$ cat config.mk
export PLATFORM = sky130hd
export DESIGN_NAME = splitter_tree_flat
export DESIGN_NICKNAME = d
export VERILOG_FILES = /design/src/rtl/splitter_tree_pkg.sv /design/src/rtl/splitter_tree_if.sv /design/src/rtl/splitter_tree_node.sv /design/src/rtl/splitter_tree.sv /design/src/flat_wrapper.sv
export SDC_FILE = /design/constraint.sdc
export NUM_CORES = 1
export LEC_CHECK = 0
export BUFFER_PORTS_ARGS = -buffer_cell sky130_fd_sc_hd__buf_2
export CAP_MARGIN = 20
export CORE_UTILIZATION = 50
export CTS_CLUSTER_DIAMETER = 80
export CTS_CLUSTER_SIZE = 16
export DETAILED_ROUTE_END_ITERATION = 16
export GPL_ROUTABILITY_DRIVEN = 0
export HOLD_SLACK_MARGIN = 0.03
export PLACE_DENSITY = 0.76
export REMOVE_ABC_BUFFERS = 1
export SYNTH_ARGS = -nofsm -noshare
export SYNTH_HDL_FRONTEND = slang
export SYNTH_SLANG_ARGS = --single-unit
$ cat constraint.sdc
create_clock -name clk -period 7.45 [get_ports clk]
set_input_delay 1.49 -clock clk [delete_from_list [all_inputs] [get_ports clk]]
set_output_delay 1.49 -clock clk [all_outputs]
set_load 0.005 [all_outputs]
$ cat src/rtl/splitter_tree_pkg.sv
// Shared types and helpers for the splitter_tree pulse fan-out block.
package splitter_tree_pkg;

   typedef enum logic {
      MODE_BCAST = 1'b0,
      MODE_RR    = 1'b1
   } mode_e;

   localparam int unsigned MAX_OUT = 256;

   // Ceiling log2; gives the number of registered tree levels.
   function automatic int unsigned levels(input int unsigned n);
      int unsigned l;
      l = 0;
      for (int unsigned i = 0; i < 32; i++) begin
         if ((32'd1 << i) < n) l = i + 1;
      end
      return l;
   endfunction

   // First enabled index after ptr, scanning upward with wrap; ptr itself is
   // reached last, so a lone enabled bit is always found. Returns ptr if none.
   function automatic int unsigned rr_next(input logic [MAX_OUT-1:0] mask,
                                           input int unsigned ptr,
                                           input int unsigned n);
      int unsigned res;
      int unsigned idx;
      logic        found;
      res   = ptr;
      found = 1'b0;
      for (int unsigned i = 1; i <= MAX_OUT; i++) begin
         if (!found && i <= n) begin
            idx = (ptr + i) & (n - 1);
            if (mask[idx]) begin
               found = 1'b1;
               res   = idx;
            end
         end
      end
      return res;
   endfunction

endpackage

$ cat src/rtl/splitter_tree_if.sv
// Pulse/control bundle for splitter_tree; counter signals exist only with
// SPLITTER_TREE_CNT_EN defined.
interface splitter_tree_if
   import splitter_tree_pkg::*;
#(
   parameter int unsigned N_OUT = 8
`ifdef SPLITTER_TREE_CNT_EN
   ,
   parameter int unsigned CNT_W = 16
`endif
);

   localparam int unsigned LEVELS = levels(N_OUT);

   logic              in;
   logic              mode;
   logic              mask_wr;
   logic [N_OUT-1:0]  mask_in;
   logic [N_OUT-1:0]  out;
   logic [LEVELS-1:0] rr_ptr;
   logic              drop;
`ifdef SPLITTER_TREE_CNT_EN
   logic [LEVELS-1:0] cnt_sel;
   logic              cnt_clr;
   logic [CNT_W-1:0]  cnt_val;
`endif

   modport master (
      output in, mode, mask_wr, mask_in,
`ifdef SPLITTER_TREE_CNT_EN
      output cnt_sel, cnt_clr,
      input  cnt_val,
`endif
      input  out, rr_ptr, drop
   );

   modport slave (
      input  in, mode, mask_wr, mask_in,
`ifdef SPLITTER_TREE_CNT_EN
      input  cnt_sel, cnt_clr,
      output cnt_val,
`endif
      output out, rr_ptr, drop
   );

endinterface

$ cat src/rtl/splitter_tree_node.sv
// One registered tree node: splits a parent pulse into two child pulses,
// each gated by whether its half of the carried destination vector is set.
module splitter_node #(
   parameter int unsigned W = 1
) (
   input  logic           clk,
   input  logic           rst_n,
   input  logic           par,
   input  logic [2*W-1:0] sub_d,
   output logic [1:0]     kid,
   output logic [2*W-1:0] kid_d
);

   always_ff @(posedge clk) begin
      if (!rst_n) begin
         kid   <= '0;
         kid_d <= '0;
      end else begin
         kid[0] <= par & (|sub_d[W-1:0]);
         kid[1] <= par & (|sub_d[2*W-1:W]);
         kid_d  <= sub_d;
      end
   end

endmodule

$ cat src/rtl/splitter_tree.sv
// Registered binary fan-out tree with enable mask, broadcast/round-robin modes.
// Per-output pulse counters are built only with SPLITTER_TREE_CNT_EN defined.
module splitter_tree
   import splitter_tree_pkg::*;
#(
   parameter int unsigned N_OUT = 8,
   parameter int unsigned CNT_W = 16
) (
   input logic           clk,
   input logic           rst_n,
   splitter_tree_if.slave bus
);

   localparam int unsigned LEVELS = levels(N_OUT);

   if (N_OUT < 2 || (N_OUT & (N_OUT - 1)) != 0 || N_OUT > MAX_OUT || CNT_W < 1)
   begin : g_cfg_check
      $error("splitter_tree: N_OUT must be a power of two in [2,MAX_OUT], CNT_W >= 1");
   end

   logic [N_OUT-1:0]  mask;
   logic [LEVELS-1:0] rr_ptr_q;
   logic [LEVELS-1:0] grant;
   logic              drop_q;
   logic [N_OUT-1:0]  dest;
   logic              mask_any;
   logic              mask_single;
   logic              rr_mode;
   logic [N_OUT-1:0]  leaf;

   always_comb begin
      mask_any    = |mask;
      mask_single = mask_any && ((mask & (mask - N_OUT'(1))) == '0);
      rr_mode     = (mode_e'(bus.mode) == MODE_RR);
      grant       = LEVELS'(rr_next(MAX_OUT'(mask), 32'(rr_ptr_q), N_OUT));
      dest        = '0;
      if (bus.in) begin
         if (rr_mode) begin
            if (mask_any) dest[grant] = 1'b1;
         end else begin
            dest = mask;
         end
      end
   end

   // The mask write lands after dest is formed, so a colliding pulse uses the old mask.
   always_ff @(posedge clk) begin
      if (!rst_n) begin
         mask     <= '1;
         rr_ptr_q <= LEVELS'(N_OUT - 1);
         drop_q   <= 1'b0;
      end else begin
         if (bus.mask_wr) mask <= bus.mask_in;
         if (bus.in && rr_mode && mask_any && !mask_single) rr_ptr_q <= grant;
         drop_q <= bus.in && !mask_any;
      end
   end

   // Node pulses of all levels packed back to back: level k starts at 2^(k+1)-2.
   logic [2*N_OUT-3:0] node_p;
   logic [N_OUT-1:0]   node_d [LEVELS];

   for (genvar k = 0; k < LEVELS; k++) begin : g_lvl
      localparam int unsigned W  = N_OUT >> (k + 1);
      localparam int          PO = (1 << k) - 2;
      localparam int          CO = (2 << k) - 2;
      for (genvar j = 0; j < (1 << k); j++) begin : g_node
         logic           par;
         logic [2*W-1:0] pd;
         if (k == 0) begin : g_root
            assign par = bus.in;
            assign pd  = dest;
         end else begin : g_inner
            assign par = node_p[PO + j];
            assign pd  = node_d[k-1][j*2*W +: 2*W];
         end
         splitter_node #(.W(W)) u_node (
            .clk   (clk),
            .rst_n (rst_n),
            .par   (par),
            .sub_d (pd),
            .kid   (node_p[CO + 2*j +: 2]),
            .kid_d (node_d[k][j*2*W +: 2*W])
         );
      end
   end

   assign leaf       = node_p[N_OUT-2 +: N_OUT] & node_d[LEVELS-1];
   assign bus.out    = leaf;
   assign bus.rr_ptr = rr_ptr_q;
   assign bus.drop   = drop_q;

`ifdef SPLITTER_TREE_CNT_EN
   logic [CNT_W-1:0] cnt [N_OUT];

   always_ff @(posedge clk) begin
      for (int unsigned i = 0; i < N_OUT; i++) begin
         if (!rst_n) begin
            cnt[i] <= '0;
         end else if (bus.cnt_clr && bus.cnt_sel == LEVELS'(i)) begin
            cnt[i] <= '0;
         end else if (leaf[i] && cnt[i] != '1) begin
            cnt[i] <= cnt[i] + CNT_W'(1);
         end
      end
   end

   assign bus.cnt_val = cnt[bus.cnt_sel];
`endif

endmodule

$ cat src/flat_wrapper.sv
// flat-port wrapper written by rule: the top's interface ports become plain ports
module splitter_tree_flat import splitter_tree_pkg::*;
#(
   parameter int unsigned N_OUT = 8,
   parameter int unsigned CNT_W = 16
)
  (clk, rst_n, bus_in, bus_mode, bus_mask_wr, bus_mask_in, bus_out, bus_rr_ptr, bus_drop);
  splitter_tree_if #(.N_OUT(N_OUT)) bus_i ();
  input logic clk;
  input logic rst_n;
  input wire logic [$bits(bus_i.in)-1:0] bus_in;
  input wire logic [$bits(bus_i.mode)-1:0] bus_mode;
  input wire logic [$bits(bus_i.mask_wr)-1:0] bus_mask_wr;
  input wire logic [$bits(bus_i.mask_in)-1:0] bus_mask_in;
  output wire logic [$bits(bus_i.out)-1:0] bus_out;
  output wire logic [$bits(bus_i.rr_ptr)-1:0] bus_rr_ptr;
  output wire logic [$bits(bus_i.drop)-1:0] bus_drop;
  assign bus_i.in = bus_in;
  assign bus_i.mode = bus_mode;
  assign bus_i.mask_wr = bus_mask_wr;
  assign bus_i.mask_in = bus_mask_in;
  assign bus_out = bus_i.out;
  assign bus_rr_ptr = bus_i.rr_ptr;
  assign bus_drop = bus_i.drop;
  splitter_tree #(.N_OUT(N_OUT), .CNT_W(CNT_W)) u_core (.clk(clk), .rst_n(rst_n), .bus(bus_i));
endmodule
==> results of run 1 <==
==> sequential cells by signal (all words and copies together) (netlist names) <==
signal,count
u_core.bus.rr_ptr,3
u_core.mask,8
u_core.bus.drop,1
u_core.g_lvl.g_node.u_node.kid,14
u_core.g_lvl.g_node.u_node.kid_d,24
==> per-layer routing <==
| layer | wire length (um) | global-route usage, % | up-vias |
|---|---|---|---|
| met2 | 2839 | 34.91 | 72 |
| met1 | 2241 | 23.61 | 1041 |
| met4 | 167 | 10.77 | 0 |
| met3 | 293 | 3.234 | 15 |
| li1 | - | - | 1083 |
| met5 | 0 | 0 | - |
==> worst max path at each step <==
stage,from,to,depth (start not counted)
2_1_floorplan,u_core.bus.rr_ptr[0]$_SDFFE_PN1P_,u_core.g_lvl[0].g_node[0].u_node.kid[0]$_SDFF_PN0_,9
3_3_place_gp,u_core.bus.rr_ptr[0]$_SDFFE_PN1P_,u_core.g_lvl[0].g_node[0].u_node.kid_d[1]$_SDFF_PN0_,9
3_5_place_dp,u_core.bus.rr_ptr[0]$_SDFFE_PN1P_,u_core.g_lvl[0].g_node[0].u_node.kid_d[3]$_SDFF_PN0_,9
4_1_cts,u_core.bus.rr_ptr[0]$_SDFFE_PN1P_,u_core.g_lvl[0].g_node[0].u_node.kid_d[3]$_SDFF_PN0_,9
5_1_grt,u_core.bus.rr_ptr[0]$_SDFFE_PN1P_,u_core.g_lvl[0].g_node[0].u_node.kid_d[7]$_SDFF_PN0_,9
6_report,u_core.bus.rr_ptr[0]$_SDFFE_PN1P_,u_core.g_lvl[0].g_node[0].u_node.kid_d[3]$_SDFF_PN0_,9
==> per-stage QoR <==
| step | hold WS, ns | area (um^2) |
|---|---|---|
| floorplan | 0.4210 | 2651 |
| global placement | 0.4234 | 2859 |
| detailed placement | 0.4307 | 2859 |
| CTS | 0.4516 | 2949 |
| global route | 0.4697 | 2949 |
| finish | 0.4475 | 2949 |
==> cell type report <==
cell class	instances	share of cell area, %
clock buffer	5	2.333
clock inverter	3	0.7213
inverter	8	1.018
multi-input combinational	212	54.94
sequential	50	33.94
tap	70	2.970
timing repair buffer	24	4.073
==> power by group <==
group / internal [W] / switching (W)
Sequential: 0.000278 / 0.0000234
Clock: 0.0000659 / 0.0000856
Combinational: 0.0000667 / 0.0000780
Total: 0.000411 / 0.000187
==> placed cells by master (no fill, tap or decap), types with 7 or more instances in the layout <==
cell type,Yosys,final
dfxtp_1,50,50
nand2_1,30,30
mux2i_1,27,27
and2_1,24,24
buf_2,3,24
nor2_1,17,17
and3_1,9,9
mux4_2,9,9
o31ai_1,8,8
inv_1,7,7
o21ai_0,7,7
==> logic make-up after synthesis <==
family | synth area share (%)
simple gates | 19.73
compound gates | 15.64
flops | 36.36
mux | 20.59
buf+inv | 4.773
xor+xnor | 1.273
fa+ha+maj | 1.636
==> worst max-delay path: cells and delay by family (launching register included) <==
| kind | cells | cell delay [ns] |
|---|---|---|
| mux | 2 | 0.56 |
| compound gates | 3 | 0.67 |
| simple gates | 2 | 1.09 |
| flops | 1 | 0.94 |
| buf+inv | 1 | 0.49 |
| fa+ha+maj | 1 | 0.81 |
==> impl_metrics.yaml, run 1 <==
routing:
  drt-pass1-iter-count: 4
  drc_errors: 0
  first_iter_violations: 138
  route.antenna.remaining_nets: 0
  via_per_inst: 5.944
  wl_per_cell_um: 14.90
  wl_um: 5541
  vias: 2211
clocking:
  cts_tree: "done"
  clk_pin_slew_ns: 0.09
  post_cts_buffers: 0
  cts_buffer_depth: 2
  cts_root_buf: "clkbuf_8"
  cts_resized: 0
  cts_sinks: 50
  worstSkewPairLatency_ns: 0.30
  htree_num_levels: 2
  holdBufCountCts: 0
  numCtsBuffers: 5
logic_synthesis:
  avgSynthCellArea_um2: 9.395
  syn_inst: 293
  synth.distinct_cells: 58
  synth_area_leaders: "dfxtp_1, mux2i_1, mux4_2"
  yosysTopAreaCell: "dfxtp_1"
  syn-cell-area_um2: 2753
  synth.most_common_cell: "dfxtp_1"
  yosysSeqAreaShare_pct: 36.36
  ys_ff_latch: 50
  synth_enable_flop_cells: 0
  async_flop_share_pct: 0
  yosys_warnings: 0
  synth_top_area_share_pct: 36.36
  yosys-top-cells-count: "dfxtp_1, nand2_1, mux2i_1"
  synthFlopType: "dfxtp_1"
placement:
  hpwl_um: 3922
  io_buffers: 24
  placed_cells: 364
  dp_slack_ns: 2.772
setup_path:
  cp_max_fo: 27
  critPathMaxStageDelay_ns: 0.94
  critPathArrivalTime_ns: 4.88
  worstPathCellList: "clkinv_1 -> ha_1 -> mux2_2 -> mux2i_1 -> a221oi_1 -> or4b_1 -> or3_4 -> a31o_4 -> o31ai_1"
  ff2ff_setup_slack_ns: 2.78
  rr_worst_depth: 9
  worstSetupEndpointType: "register"
  critPathLaunchType: "register"
  regToRegEndpoint: "u_core.g_lvl[0].g_node[0].u_node.kid_d[3]$_SDFF_PN0_"
  crit_required_ns: 7.66
  r2r-start: "u_core.bus.rr_ptr[0]$_SDFFE_PN1P_"
  worstSetupPathType: "register to register"
  cp_slowest_cell: "dfxtp_1"
sta:
  setup_violations: 0
  min_period_over_period_pct: 62.74
  finalClockSkew_ns: 0.003014
  relSlewSlack_pct: 37.48
  hold_viol: 0
  setup_slack_ns: 2.776
  setup_tns_ns: 0
  tightest_slew_ns: 0.9366
  period_needed_ns: 4.674
  fmax_mhz: 213.9
  rsz0062_at_grt: "no"
  slew_violations: 0
floorplanning:
  rows: 26
  io_pins: 25
  die_y_um: 76.20
  start_util_pct: 52.88
  die_w_um: 76.20
  core_area_um2: 5205
  dieArea_um2: 5806
grt:
  grt_max_degree: 39
  antenna_found_initial: 0
  overflow: 0
  grt_pass1_wl_um: 9356
  grt_pass1_vias: 2070
  grt.total_usage_pct: 20.05
power:
  ir_worst_vdd_mv: 0.1212
  total_power_w: 0.0005981
  leakage_nw: 1.218
  power.density_nw_per_um2: 202.8
final_layout:
  fin_nets: 316
  drive_above_1_share_pct: 17.88
  ff_latch_area_um2: 1001
  utilization_pct: 56.66
  area_growth_syn_to_layout_pct: 7.136
  final.fill_count: 467
  multi_input_comb_area_um2: 1620
  antenna_cells: 0
  fin_cells: 372
hold_path:
  holdPathStages: 1
  hold_end: "u_core.g_lvl[2].g_node[2].u_node.kid_d[0]$_SDFF_PN0_"
  min_path_type: "register to register"
  hold_path_startpoint: "u_core.g_lvl[1].g_node[1].u_node.kid_d[0]$_SDFF_PN0_"
outcome:
  status: "finished clean"
job:
  drv_cap: 0
Note: power is estimated with default switching activity, not from simulation.
==> inputs of run 2 (changes only) <==
==> constraint.sdc (replaced) <==
create_clock -name clk -period 4.7 [get_ports clk]
set_input_delay 0.94 -clock clk [delete_from_list [all_inputs] [get_ports clk]]
set_output_delay 0.94 -clock clk [all_outputs]
set_load 0.005 [all_outputs]
==> run 2 against run 1 <==
Combinational power is 69% higher. Non-clock buffer count rose by 2. Sequential power is 55% higher. Cell count is 0.54% higher. Critical path type unchanged. Critical endpoint is now u_core.g_lvl[0].g_node[0].u_node.kid_d[4]$_SDFF_PN0_. Largest power group unchanged.
==> impl_metrics.yaml, run 2 (synthesis gave the netlist of run 1 again) <==
hold_path:
  holdPathStages: 1
  hold_end: "u_core.g_lvl[2].g_node[3].u_node.kid_d[1]$_SDFF_PN0_"
  min_path_type: "register to register"
  hold_path_startpoint: "u_core.g_lvl[1].g_node[1].u_node.kid_d[3]$_SDFF_PN0_"
sta:
  min_period_over_period_pct: 83.28
  hold_viol: 0
  fin_hold_ws_ns: 0.4536
  slew_violations: 0
  fmax_mhz: 255.5
  relSlewSlack_pct: 46.09
  setup_slack_ns: 0.7856
  rsz0062_at_grt: "no"
  finalClockSkew_ns: 0.007121
  tightest_slew_ns: 0.8075
  setup_violations: 0
  setup_tns_ns: 0
  period_needed_ns: 3.914
power:
  ir_worst_vdd_mv: 0.2318
  power.density_nw_per_um2: 342.7
  total_power_w: 0.001027
  leakage_nw: 1.244
setup_path:
  cp_slowest_cell: "ha_1"
  worstSetupPathType: "register to register"
  cpMostUsedCell: "a221oi_1"
  crit_required_ns: 4.91
  critPathArrivalTime_ns: 4.13
  ff2ff_setup_slack_ns: 0.79
  critPathMaxStageDelay_ns: 0.77
  critPathLaunchType: "register"
  r2r-start: "u_core.bus.rr_ptr[0]$_SDFFE_PN1P_"
  cp_max_fo: 16
  regToRegEndpoint: "u_core.g_lvl[0].g_node[0].u_node.kid_d[4]$_SDFF_PN0_"
  worstSetupEndpointType: "register"
  worstPathCellList: "clkinv_1 -> ha_1 -> mux2_2 -> mux2i_1 -> a221oi_1 -> or4b_1 -> a221oi_1 -> a22oi_1 -> o31ai_1"
  rr_worst_depth: 9
floorplanning:
  core_area_um2: 5205
  dieArea_um2: 5806
  start_util_pct: 52.88
  io_pins: 25
  die_w_um: 76.20
  die_y_um: 76.20
  rows: 26
grt:
  use_met1_pct: 26.28
  overflow: 0
  grt_max_degree: 39
  antenna_found_initial: 0
  grt.total_usage_pct: 21.37
  grt_pass1_wl_um: 9901
  grt_pass1_vias: 2128
  grt_use_met2_pct: 35.91
  met3_usage_pct: 3.114
  grt_busiest_layer: "met2"
routing:
  route.antenna.remaining_nets: 0
  drt-pass1-iter-count: 4
  vias: 2275
  drc_errors: 0
  wl_per_cell_um: 15.86
  via_per_inst: 6.083
  wl_um: 5930
  first_iter_violations: 154
final_layout:
  layout_commonest_cell: "dfxtp_1"
  mostFrequentLayoutCells: "dfxtp_1, nand2_1, mux2i_1"
  largest_reg_flops: 24
  regMostFlops: "u_core.g_lvl.g_node.u_node.kid_d"
  area_growth_syn_to_layout_pct: 8.818
  antenna_cells: 0
  drive_above_1_share_pct: 18.42
  fin_nets: 318
  reg_top3: "u_core.g_lvl.g_node.u_node.kid_d (24), u_core.g_lvl.g_node.u_node.kid (14), u_core.mask (8)"
clocking:
  cts_tree: "done"
  cts_root_buf: "clkbuf_8"
  numCtsBuffers: 5
  worstSkewPairLatency_ns: 0.30
  holdBufCountCts: 0
  cts_sinks: 50
  htree_num_levels: 2
  cts_buffer_depth: 2
  clk_pin_slew_ns: 0.09
  post_cts_buffers: 0
  cts_resized: 0
placement:
  dp_slack_ns: 0.8913
  io_buffers: 24
  hpwl_um: 4013
job:
  drv_cap: 0
outcome:
  status: "finished clean"
==> run 2: cell count changes in the layout (fill, tap and decap cells not counted), sizes merged <==
cell / before / now
inv: 7 / 8
clkinv: 3 / 1
clkinvlp: 1 / 0
bufinv: 0 / 1
buf: 24 / 26
clkbuf: 5 / 6
==> run 2: critical path: cells and delay by family (launching register included) <==
kind / cells / cell delay (ns)
and+or+nand+nor: 1 / 0.63
buffers and inverters: 1 / 0.24
adders and majority gates: 1 / 0.77
AOI/OAI and AO/OA: 4 / 1.27
muxes: 2 / 0.56
DFF: 1 / 0.34
==> run 2: power breakdown <==
group | internal, W | switching (W) | total (W)
combinational | 0.000107 | 0.000137 | 0.000245
sequential | 0.000441 | 0.0000276 | 0.000469
clock | 0.000175 | 0.000138 | 0.000313
total | 0.000724 | 0.000303 | 0.00103
==> run 2: worst max path at each step <==
stage / start / to / slack (ns) / cells past startpoint
final: u_core.bus.rr_ptr[0]$_SDFFE_PN1P_ / u_core.g_lvl[0].g_node[0].u_node.kid_d[4]$_SDFF_PN0_ / 0.79 / 9
after floorplan: u_core.bus.rr_ptr[0]$_SDFFE_PN1P_ / u_core.g_lvl[0].g_node[0].u_node.kid[0]$_SDFF_PN0_ / 0.52 / 9
after detailed placement: u_core.bus.rr_ptr[0]$_SDFFE_PN1P_ / u_core.g_lvl[0].g_node[0].u_node.kid_d[4]$_SDFF_PN0_ / 0.89 / 9
after global placement: u_core.bus.rr_ptr[0]$_SDFFE_PN1P_ / u_core.g_lvl[0].g_node[0].u_node.kid[1]$_SDFF_PN0_ / 1.02 / 9
after CTS: u_core.bus.rr_ptr[0]$_SDFFE_PN1P_ / u_core.g_lvl[0].g_node[0].u_node.kid_d[4]$_SDFF_PN0_ / 0.88 / 9
after global routing: u_core.bus.rr_ptr[0]$_SDFFE_PN1P_ / u_core.g_lvl[0].g_node[0].u_node.kid_d[4]$_SDFF_PN0_ / 0.56 / 9
==> run 2: per-layer routing <==
metal / vias up / share of wire [%]
met5: - / 0
met4: 0 / 3.7
met3: 21 / 6.8
met2: 96 / 47
met1: 1072 / 42
li1: 1086 / -
==> run 2: final cells by class <==
type | instances | area, um^2
Clock buffer | 6 | 82.58
Clock inverter | 2 | 38.79
Fill cell | 445 | 2210
Inverter | 8 | 30.03
Multi-Input combinational cell | 212 | 1620
Sequential cell | 50 | 1001
Tap cell | 70 | 87.58
Timing Repair Buffer | 26 | 135.1
==> run 2: metrics by stage <==
stage	cell area (um^2)	cells	utilization [%]
floorplan	2651	270	-
global placement	2874	366	55.22
detailed placement	2874	366	55.22
global route	2995	374	57.55
finish	2995	374	57.55
CTS	2995	374	57.55
